`src/rtl/neuron_mac_sequencer.sv`:
```
// Fetches K*K image/weight word pairs over two Avalon-MM read masters and
// accumulates the signed 16x16 dot product, reporting result/done to software.
module neuron_mac_sequencer #(
  parameter logic [31:0] WEI_OFFSET = 32'h0001_0000,
  parameter logic [31:0] STRIDE     = 32'd4
) (
  input  logic        clk,
  input  logic        reset,
  input  logic [31:0] base_addr,
  input  logic [7:0]  kernel_size,
  input  logic        start,
  input  logic        clear,
  output logic        done,
  output logic [31:0] result,
  output logic [31:0] addr_img,
  output logic [31:0] addr_wei,
  output logic        img_read,
  output logic        img_write,
  output logic [31:0] img_address,
  output logic [31:0] img_writedata,
  input  logic [31:0] img_readdata,
  input  logic        img_waitrequest,
  output logic        weight_read,
  output logic        weight_write,
  output logic [31:0] weight_address,
  output logic [31:0] weight_writedata,
  input  logic [31:0] weight_readdata,
  input  logic        weight_waitrequest
);

  typedef enum logic [2:0] {IDLE, FETCH, MAC, DONE, ABORT} state_t;

  state_t             state;
  logic        [15:0] n_elems;
  logic        [15:0] count;
  logic        [31:0] acc;
  logic        [15:0] img_data;
  logic        [15:0] wei_data;
  logic               img_got;
  logic               wei_got;
  logic               img_acc;
  logic               wei_acc;
  logic        [15:0] k_sq;
  logic signed [31:0] img_s;
  logic signed [31:0] wei_s;
  logic        [31:0] product;
  logic        [31:0] acc_next;
  logic               unused_hi;

  assign img_write        = 1'b0;
  assign weight_write     = 1'b0;
  assign img_writedata    = '0;
  assign weight_writedata = '0;
  assign img_address      = addr_img;
  assign weight_address   = addr_wei;

  assign img_acc   = img_read && !img_waitrequest;
  assign wei_acc   = weight_read && !weight_waitrequest;
  assign k_sq      = {8'd0, kernel_size} * {8'd0, kernel_size};
  assign img_s     = {{16{img_data[15]}}, img_data};
  assign wei_s     = {{16{wei_data[15]}}, wei_data};
  assign product   = img_s * wei_s;
  assign acc_next  = acc + product;
  assign unused_hi = ^{img_readdata[31:16], weight_readdata[31:16]};

  always_ff @(posedge clk) begin
    if (reset) begin
      state       <= IDLE;
      done        <= 1'b0;
      result      <= '0;
      acc         <= '0;
      count       <= '0;
      n_elems     <= '0;
      addr_img    <= '0;
      addr_wei    <= '0;
      img_read    <= 1'b0;
      weight_read <= 1'b0;
      img_data    <= '0;
      wei_data    <= '0;
      img_got     <= 1'b0;
      wei_got     <= 1'b0;
    end else begin
      case (state)
        IDLE, DONE: begin
          if (clear) begin
            state  <= IDLE;
            done   <= 1'b0;
            result <= '0;
            acc    <= '0;
          end else if (start) begin
            n_elems  <= k_sq;
            addr_img <= base_addr;
            addr_wei <= base_addr + WEI_OFFSET;
            acc      <= '0;
            count    <= '0;
            img_got  <= 1'b0;
            wei_got  <= 1'b0;
            if (k_sq == 16'd0) begin
              state  <= DONE;
              result <= '0;
              done   <= 1'b1;
            end else begin
              state       <= FETCH;
              done        <= 1'b0;
              img_read    <= 1'b1;
              weight_read <= 1'b1;
            end
          end
        end

        FETCH: begin
          if (clear) begin
            // A read accepted in this very cycle is finished; one still stalled must persist.
            state       <= ABORT;
            img_read    <= img_read && img_waitrequest;
            weight_read <= weight_read && weight_waitrequest;
            img_got     <= 1'b0;
            wei_got     <= 1'b0;
          end else begin
            if (img_acc) begin
              img_data <= img_readdata[15:0];
              img_got  <= 1'b1;
              img_read <= 1'b0;
            end
            if (wei_acc) begin
              wei_data    <= weight_readdata[15:0];
              wei_got     <= 1'b1;
              weight_read <= 1'b0;
            end
            if ((img_got || img_acc) && (wei_got || wei_acc))
              state <= MAC;
          end
        end

        MAC: begin
          if (clear) begin
            state  <= IDLE;
            done   <= 1'b0;
            result <= '0;
            acc    <= '0;
          end else begin
            acc      <= acc_next;
            count    <= count + 16'd1;
            addr_img <= addr_img + STRIDE;
            addr_wei <= addr_wei + STRIDE;
            img_got  <= 1'b0;
            wei_got  <= 1'b0;
            if (count + 16'd1 == n_elems) begin
              state  <= DONE;
              result <= acc_next;
              done   <= 1'b1;
            end else begin
              state       <= FETCH;
              img_read    <= 1'b1;
              weight_read <= 1'b1;
            end
          end
        end

        ABORT: begin
          if (img_acc) img_read <= 1'b0;
          if (wei_acc) weight_read <= 1'b0;
          if ((!img_read || img_acc) && (!weight_read || wei_acc)) begin
            state  <= IDLE;
            done   <= 1'b0;
            result <= '0;
            acc    <= '0;
          end
        end

        default: state <= IDLE;
      endcase
    end
  end

endmodule

```
`config.mk`:
```
export PLATFORM = sky130hd
export DESIGN_NAME = neuron_mac_sequencer
export DESIGN_NICKNAME = d
export VERILOG_FILES = /design/src/rtl/neuron_mac_sequencer.sv
export SDC_FILE = /design/constraint.sdc
export NUM_CORES = 1
export LEC_CHECK = 0
export BUFFER_PORTS_ARGS = -buffer_cell sky130_fd_sc_hd__buf_2
export CORE_ASPECT_RATIO = 1.25
export CORE_UTILIZATION = 40
export CTS_BUF_LIST = sky130_fd_sc_hd__clkbuf_4 sky130_fd_sc_hd__clkbuf_8 sky130_fd_sc_hd__clkbuf_16
export DETAILED_ROUTE_END_ITERATION = 10
export HOLD_SLACK_MARGIN = 0.08
export PLACE_DENSITY_LB_ADDON = 0.1
export SETUP_SLACK_MARGIN = 0.3
export SYNTH_ARGS = -nofsm -noshare
export SYNTH_HDL_FRONTEND = slang
export SYNTH_SLANG_ARGS = --single-unit
```
`constraint.sdc`:
```
create_clock -name clk -period 16.8 [get_ports clk]
set_clock_uncertainty 0.15 [all_clocks]
set_input_delay 1.68 -clock clk [delete_from_list [all_inputs] [get_ports clk]]
set_output_delay 1.68 -clock clk [all_outputs]
set_load 0.02 [all_outputs]
```
* Yosys cells after proc, flatten, opt, wreduce, memory -nomap -nowiden
Cells that the tools add are included.
** Word-level totals
- Output and inout port bits :: 229
- Register bits after elaboration :: 200
- Bits of input ports :: 110
** Cells by class
- Bitwise operators :: 1
- Reduce and logical (&&, ||, !) cells :: 32
- Eq/ne operators :: 17
- Add/sub/neg operators :: 5
- Multiply operators :: 2
- Multiplexer cells :: 59
** Operators by type and width (number)
- $mux 32 :: 15
- $pmux 32 s3 :: 2
- $pmux 32 s2 :: 2
- $add 32x3->32 const B :: 2
- $mux 16 :: 3
- $add 32x17->32 const B :: 1
- $add 32x32->32 :: 1
- $mul 16x16->32 :: 1
- $pmux 16 s2 :: 1
- $mux 1 :: 22
- $ne 3x3->1 const B :: 6
- $add 16x1->16 const B :: 1
- $eq 16x16->1 :: 1
- $logic_not 16->1 :: 1
- $mul 8x8->16 :: 1
- $mux 3 :: 5
- $reduce_and 3->1 :: 5
- $reduce_and 5->1 :: 3
- $ne 2x2->1 const B :: 6
- $pmux 3 s4 :: 1
- $pmux 1 s3 :: 3
- $pmux 1 s4 :: 2
- $reduce_and 4->1 :: 2
- $eq 3x2->1 const B :: 2
- 13 further kinds :: 27

* Logic depth before layout (Yosys ltp)
Gate-level depths: netlist of the first run.
- Word-level depth :: 7
- Mapped depth :: 25
- Depth with buffers taken out :: 23

* Least setup slack after synthesis of the first run
No wires, ideal clock.
- Kind :: in2reg
- Start point :: input port kernel_size[5]
- End point :: register result[23]
- Stages :: 20
- Setup slack :: 9.796 ns
- Arrival :: 6.727 ns
- Path buffers :: 2
- Setup time :: 0.128 ns
- Cells stage by stage :: clkbuf_1 > nand2_1 > inv_1 > fa_1 > inv_1 > fa_1 > fa_1 > inv_1 > fa_1 > ha_1 > or2_1 > a2111oi_4 > nor4_1 > nand3b_1 > or2_1 > or4b_4 > a221oi_4 > buf_4 > mux2i_1 > nor2_1
** Between the ends
- Longest elaborated chain between the ends :: 4
** Ends and longest elaborated chain
- start: declaration :: RTL line 10 : input logic [7:0] kernel_size,
- $mul 8x8->16 :: RTL line 59 : assign k_sq = {8'd0, kernel_size} * {8'd0, kernel_size};
- $logic_not 16->1 :: RTL line 98 : if (k_sq == 16'd0) begin
- $ne 3x3->1 (no source line)
- $reduce_and 5->1 (no source line)
- end signal: assignment :: RTL line 150 : result <= acc_next;
- end: declaration :: RTL line 14 : output logic [31:0] result,
Every way passes these cells.
A chain may end at the register's enable or synchronous reset.

* Worst setup path in the final report of the first run
- Start point :: register wei_data[1]
- End point :: register result[31]
** Between the ends
- Longest elaborated chain between the ends :: 5
** Ends and longest elaborated chain
- start: declaration :: RTL line 38 : logic [15:0] wei_data;
- start signal: assignment :: RTL line 126 : wei_data <= weight_readdata[15:0];
- $mul 16x16->32 :: RTL line 62 : assign product = img_s * wei_s;
- $add 32x32->32 :: RTL line 63 : assign acc_next = acc + product;
- $mux 32 :: RTL line 148 : if (count + 16'd1 == n_elems) begin
- $mux 32 :: RTL line 136 : if (clear) begin
- $pmux 32 s3 :: RTL line 83 : case (state)
Every way passes these cells. The select of a mux whose other input is x is not followed.

==> impl_metrics.py, run 1 <==
metrics = {
    "timing": {
        "finalHoldViolations": 0,
        "rsz0062_at_grt": "false",
        "finalSetupViolCount": 0,
        "slew_headroom_pct": 22.2,
        "slew_violations": 0,
        "tightest_slew_ns": 1.16,
        "clock.fmax_mhz": 131,
        "finalCritPeriodShare_pct": 45.3,
        "setup_tns_ns": 0,
        "min_period_ns": 7.62,
    },
    "synthesis": {
        "yosys_warnings": 0,
        "synth_cells": 2837,
        "ys_seq_elements": 197,
        "synth_largest_area_cell": "fa_1",
        "synth-edff-count": 0,
        "synth_top_flop_cell": "dfxtp_1",
        "synth_area_leaders": "fa_1 (27%), dfxtp_1 (17%), ha_1 (7.0%), inv_1 (6.2%), nand2_1 (5.4%)",
        "yosysSeqAreaShare_pct": 17.0,
        "synth.cell_area_um2": 23300,
        "yosysUniqueCellTypes": 73,
        "avgSynthCellArea_um2": 8.20,
        "yosysTopAreaCellShare_pct": 27.3,
        "synthArstFlopShare_pct": 0,
    },
    "detailed_routing": {
        "vias": 18900,
        "dr.pass1.iters": 5,
        "viasPerCell": 5.14,
        "ant_nets": 0,
        "drt_wl_total_um": 63800,
        "drtIter0Drc": 1122,
        "post_drt_wl_per_cell_um": 17.4,
        "drc": 0,
    },
    "power": {
        "power_density_nw_per_um2": 53.6,
        "vdd_drop_max_mv": 0.0760,
        "p_leak_nw": 12.2,
    },
    "cells_and_area": {
        "final.fill_count": 5942,
        "syn_to_final_growth_pct": 6.85,
        "final_cell_mix": "inv_1 (386), nand2_1 (336), fa_1 (317)",
        "final_common_cell": "inv_1",
        "finish.utilization_pct": 43.3,
        "nets": 3461,
        "drive_gt1_share_pct": 10.7,
    },
    "worst_setup_path": {
        "worst_setup_path_end_kind": "flop",
        "required_ns": 17.08,
        "arrival_ns": 7.90,
        "critical_path_class": "reg -> reg",
        "worstPathMaxFanout": 17,
        "setup.worst_path.start_class": "flop",
    },
    "cts": {
        "clk_latency_ns": 0.50,
        "cts_tree": "built",
        "numCtsBuffers": 17,
        "cts_hold_buffers": 0,
        "h-tree-depth": 4,
        "cts.sinks": 197,
        "cts_root_buf": "clkbuf_16",
        "cts_setup_buffers": 0,
        "clk_pin_slew_ns": 0.08,
        "clock_path_buffers": 2,
        "post_cts_resized": 0,
    },
    "floorplan": {
        "ios": 339,
        "die_x_um": 218,
        "start_util_pct": 40.5,
        "die-area_um2": 59100,
        "core-area_um2": 57400,
        "die_height_um": 272,
        "fp-row-count": 98,
    },
    "placed_design": {
        "gp_congestion": 0.827,
        "post-dp-hpwl_um": 49500,
        "io_buffer_count": 240,
    },
    "global_route": {
        "grt_pass1_wl_um": 104000,
        "grt_max_degree": 112,
        "grt_pass1_vias": 19500,
        "grt_usage_pct": 22.4,
        "gr-total-overflow": 0,
        "antenna_found_initial": 5,
    },
    "min_path": {
        "holdCritPathClass": "reg -> reg",
    },
    "outcome": {
        "status": "complete, no violations",
    },
    "flow_run": {
        "cap_viol_max_count": 0,
    },
}
[metrics by stage]
step           setup slack, ns  cells  hold WS [ns]  total power, W  area (um2)
3_5_place_dp              9.19   3635         0.298        0.000908       24300
2_1_floorplan             9.80   2902         0.287        0.000826       23500
4_1_cts                   9.21   3667         0.318         0.00135       24800
5_1_grt                   8.65   3668         0.345         0.00141       24900
6_report                  9.18   3668         0.315         0.00133       24900
3_3_place_gp              9.23   3635         0.296        0.000904       24300
[synthesized netlist by cell type, types with 5 or more instances]
master	instances
a211oi_1	28
a21o_1	17
a21oi_1	200
a22oi_1	19
a31oi_1	21
and2_1	154
and3_1	33
and4_1	6
buf_4	133
clkbuf_1	128
dfxtp_1	197
fa_1	317
ha_1	130
inv_1	386
mux2i_1	24
nand2_1	336
nand2b_1	17
nand3_1	44
nand3b_1	9
nand4_1	26
nor2_1	236
nor2b_1	10
nor3_1	50
nor3b_1	6
nor4_1	8
nor4b_1	5
o211ai_1	6
o21a_1	8
o21ai_0	93
o22ai_1	14
o31ai_1	9
or3_1	7
or4_1	5
xnor2_1	45
xor2_1	34
[final timing paths]
kind                     end  slack [ns]   startpoint  cells past startpoint
setup / recovery  result[31]        9.18  wei_data[1]                     22
hold / removal    result[31]        0.31   result[31]                      2
setup reg to reg  result[31]        9.18  wei_data[1]                     22
hold reg to reg   result[31]        0.31   result[31]                      2
[worst max-delay path: stages (launching register included)]
cell and delay, ns:
dfxtp_1 0.84, nand2_1 0.27, inv_1 0.14, fa_1 0.52, fa_1 0.53, inv_1 0.05
fa_1 0.49, inv_1 0.05, fa_1 0.54, fa_1 0.55, inv_1 0.06, fa_1 0.54
inv_1 0.05, ha_1 0.37, nand2_1 0.09, o21ai_0 0.11, o41ai_1 0.62, a31oi_1 0.25
o221ai_1 0.42, a31oi_1 0.25, a21oi_1 0.23, xnor2_1 0.26, o2bb2ai_1 0.16
[layer usage]
| metal | share of wire [%] | global-route usage (%) | vias to the layer above |
|---|---|---|---|
| met5 | 0.064 | 0 | - |
| met4 | 2.4 | 6.86 | 8 |
| met3 | 5.3 | 5.22 | 91 |
| met2 | 50 | 38.9 | 409 |
| met1 | 42 | 27.1 | 9311 |
| li1 | - | - | 9033 |
[cell type report]
cell class / instances / area, um2 / share of cell area, %
Multi-Input combinational cell: 2048 / 16600 / 66.9
Inverter: 387 / 1450 / 5.85
Timing Repair Buffer: 253 / 1310 / 5.25
Tap cell: 750 / 938 / 3.78
Clock inverter: 12 / 131 / 0.529
Antenna cell: 1 / 2.50 / 0.0101
Sequential cell: 197 / 3940 / 15.9
Clock buffer: 20 / 454 / 1.83
[flip-flops by register name, indices dropped and copies added (netlist names)]
name and cells:
acc 32, result 32, addr_img 31, addr_wei 31, count 16, img_data 16
wei_data 16, n_elems 15, state 3, done 1, img_got 1, img_read 1
wei_got 1, weight_read 1
[logic make-up after synthesis]
family / after synthesis / synth area share (%)
AO/OA/AOI/OAI: 456 / 11.8
AND/OR/NAND/NOR: 973 / 20.0
other: 1 / 0.0161
multiplexers: 26 / 1.13
adder cells (fa/ha/maj): 448 / 34.3
flip-flops: 197 / 17.0
XOR/XNOR: 79 / 2.98
buffers and inverters: 657 / 12.8
[power by group]
part	switching (W)	leakage [nW]	internal (W)
Clock	0.000217	0.292	0.000217
Sequential	0.0000305	1.60	0.000485
Combinational	0.000244	10.3	0.000137
Power figures use the tool's default switching activity.
==> run 2, diff against run 1 <==
- clock period: 16.8 -> 7.35 ns (I/O delays scaled with it)
==> impl_metrics.py, run 2 (same netlist as run 1, synthesis figures left out) <==
metrics = {
    "outcome": {
        "status": "complete, no violations",
    },
    "worst_setup_path": {
        "path_cells": "and2_1 > fa_1 > inv_1 > fa_1 > inv_1 > fa_1 > fa_1 > fa_1 > inv_1 > fa_1 > inv_1 > ha_1 > o211ai_1 > a2111oi_0 > o21ai_1 > a31oi_2 > o21ai_1 > o21ai_0 > a311oi_1 > xor2_1 > o21ai_0",
        "crit_top_cell": "fa_1",
        "worst_setup_path_end_kind": "flop",
        "worstPathMaxFanout": 12,
        "path_delay_family": "adder cells",
        "required_ns": 7.58,
        "max_stage_delay_ns": 0.55,
        "setup.worst_path.start_class": "flop",
        "crit_path_top_delay_cell": "fa_1",
        "arrival_ns": 6.98,
        "critical_path_class": "reg -> reg",
        "worst-path-buf-inv": 4,
    },
    "timing": {
        "min_period_ns": 6.75,
        "slew_violations": 0,
        "tightest_slew_ns": 1.17,
        "finalSetupViolCount": 0,
        "finalCritPeriodShare_pct": 91.8,
        "slew_headroom_pct": 21.6,
        "finalHoldViolations": 0,
        "setup_slack_ns": 0.599,
        "clock.fmax_mhz": 148,
        "rsz0062_at_grt": "true",
        "setup_tns_ns": 0,
    },
    "detailed_routing": {
        "post_drt_wl_per_cell_um": 17.2,
        "dr.pass1.iters": 5,
        "drt_wl_total_um": 64100,
        "drc": 0,
        "ant_nets": 0,
        "drtIter0Drc": 1016,
        "viasPerCell": 5.11,
        "vias": 19000,
    },
    "global_route": {
        "gr-total-overflow": 0,
        "grt_usage_pct": 22.5,
        "antenna_found_initial": 4,
        "grt_pass1_vias": 19700,
        "grt_pass1_wl_um": 106000,
        "grt_max_degree": 102,
    },
    "cts": {
        "clk_pin_slew_ns": 0.08,
        "clock_path_buffers": 2,
        "cts_tree": "built",
        "post_cts_resized": 3,
        "cts.sinks": 197,
        "numCtsBuffers": 17,
        "cts_root_buf": "clkbuf_16",
        "clk_latency_ns": 0.51,
        "h-tree-depth": 4,
        "cts_hold_buffers": 0,
        "cts_setup_buffers": 0,
    },
    "floorplan": {
        "ios": 339,
        "die-area_um2": 59100,
        "die_height_um": 272,
        "core-area_um2": 57400,
        "die_x_um": 218,
        "start_util_pct": 40.5,
        "fp-row-count": 98,
    },
    "power": {
        "vdd_drop_max_mv": 0.157,
        "p_leak_nw": 12.5,
        "power_density_nw_per_um2": 122,
        "p_total_w": 0.00309,
    },
    "flow_run": {
        "cap_viol_max_count": 0,
    },
    "min_path": {
        "holdCritPathClass": "in -> reg",
    },
    "placed_design": {
        "place_area_um2": 24600,
        "pre_cts_ws_ns": 0.339,
        "gp_congestion": 0.855,
        "io_buffer_count": 240,
        "post-dp-hpwl_um": 50900,
    },
    "cells_and_area": {
        "finish.utilization_pct": 44.1,
        "n_antenna_cell": 0,
        "syn_to_final_growth_pct": 8.89,
        "final_cell_area_um2": 25300,
        "drive_gt1_share_pct": 12.8,
        "final_common_cell": "inv_1",
        "nets": 3508,
        "top_regs": "acc x32, result x32",
        "final_cell_mix": "inv_1 (386), nand2_1 (336), fa_1 (317)",
    },
}
==> run 2: cell type report <==
class,instances,area [um2]
Timing Repair Buffer,300,1680
Sequential cell,197,3960
Clock buffer,17,425
Tap cell,750,938
Multi-Input combinational cell,2048,16700
Fill cell,5925,32100
Clock inverter,15,209
Inverter,387,1450
==> run 2: final timing paths <==
path         slack, ns  cells past startpoint            start     endpoint
max               0.60                     21      img_data[4]      acc[30]
min               0.31                      3  img_readdata[8]  img_data[8]
max reg2reg       0.60                     21      img_data[4]      acc[30]
min reg2reg       0.31                      2       result[20]   result[20]
==> run 2: worst register-to-register path, stage by stage (launching register included) <==
cell and delay (ns):
dfxtp_1 0.48, and2_1 0.27, fa_1 0.50, inv_1 0.05, fa_1 0.47, inv_1 0.06, fa_1 0.53, fa_1 0.55
fa_1 0.55, inv_1 0.06, fa_1 0.54, inv_1 0.04, ha_1 0.36, o211ai_1 0.13, a2111oi_0 0.33, o21ai_1 0.22
a31oi_2 0.23, o21ai_1 0.14, o21ai_0 0.37, a311oi_1 0.18, xor2_1 0.31, o21ai_0 0.11
==> run 2: per-layer routing <==
| metal | track usage [%] | wire, um | vias to the layer above |
|---|---|---|---|
| li1 | - | - | 9142 |
| met1 | 27.8 | 27300 | 9378 |
| met2 | 40.0 | 32800 | 375 |
| met3 | 3.84 | 2630 | 79 |
| met4 | 6.12 | 1320 | 8 |
| met5 | 0 | 41 | - |
==> run 2: metrics by stage <==
step / hold WS (ns) / std cells
detailed placement: 0.297 / 3682
floorplan: 0.287 / 2902
CTS: 0.281 / 3714
finish: 0.312 / 3714
global route: 0.299 / 3714
global placement: 0.295 / 3682
==> run 2: power breakdown <==
part           total (W)  internal [W]  switching [W]
Combinational   0.000883      0.000315       0.000568
Sequential       0.00118       0.00111      0.0000670
Clock            0.00103      0.000497       0.000533
Total            0.00309       0.00192        0.00117
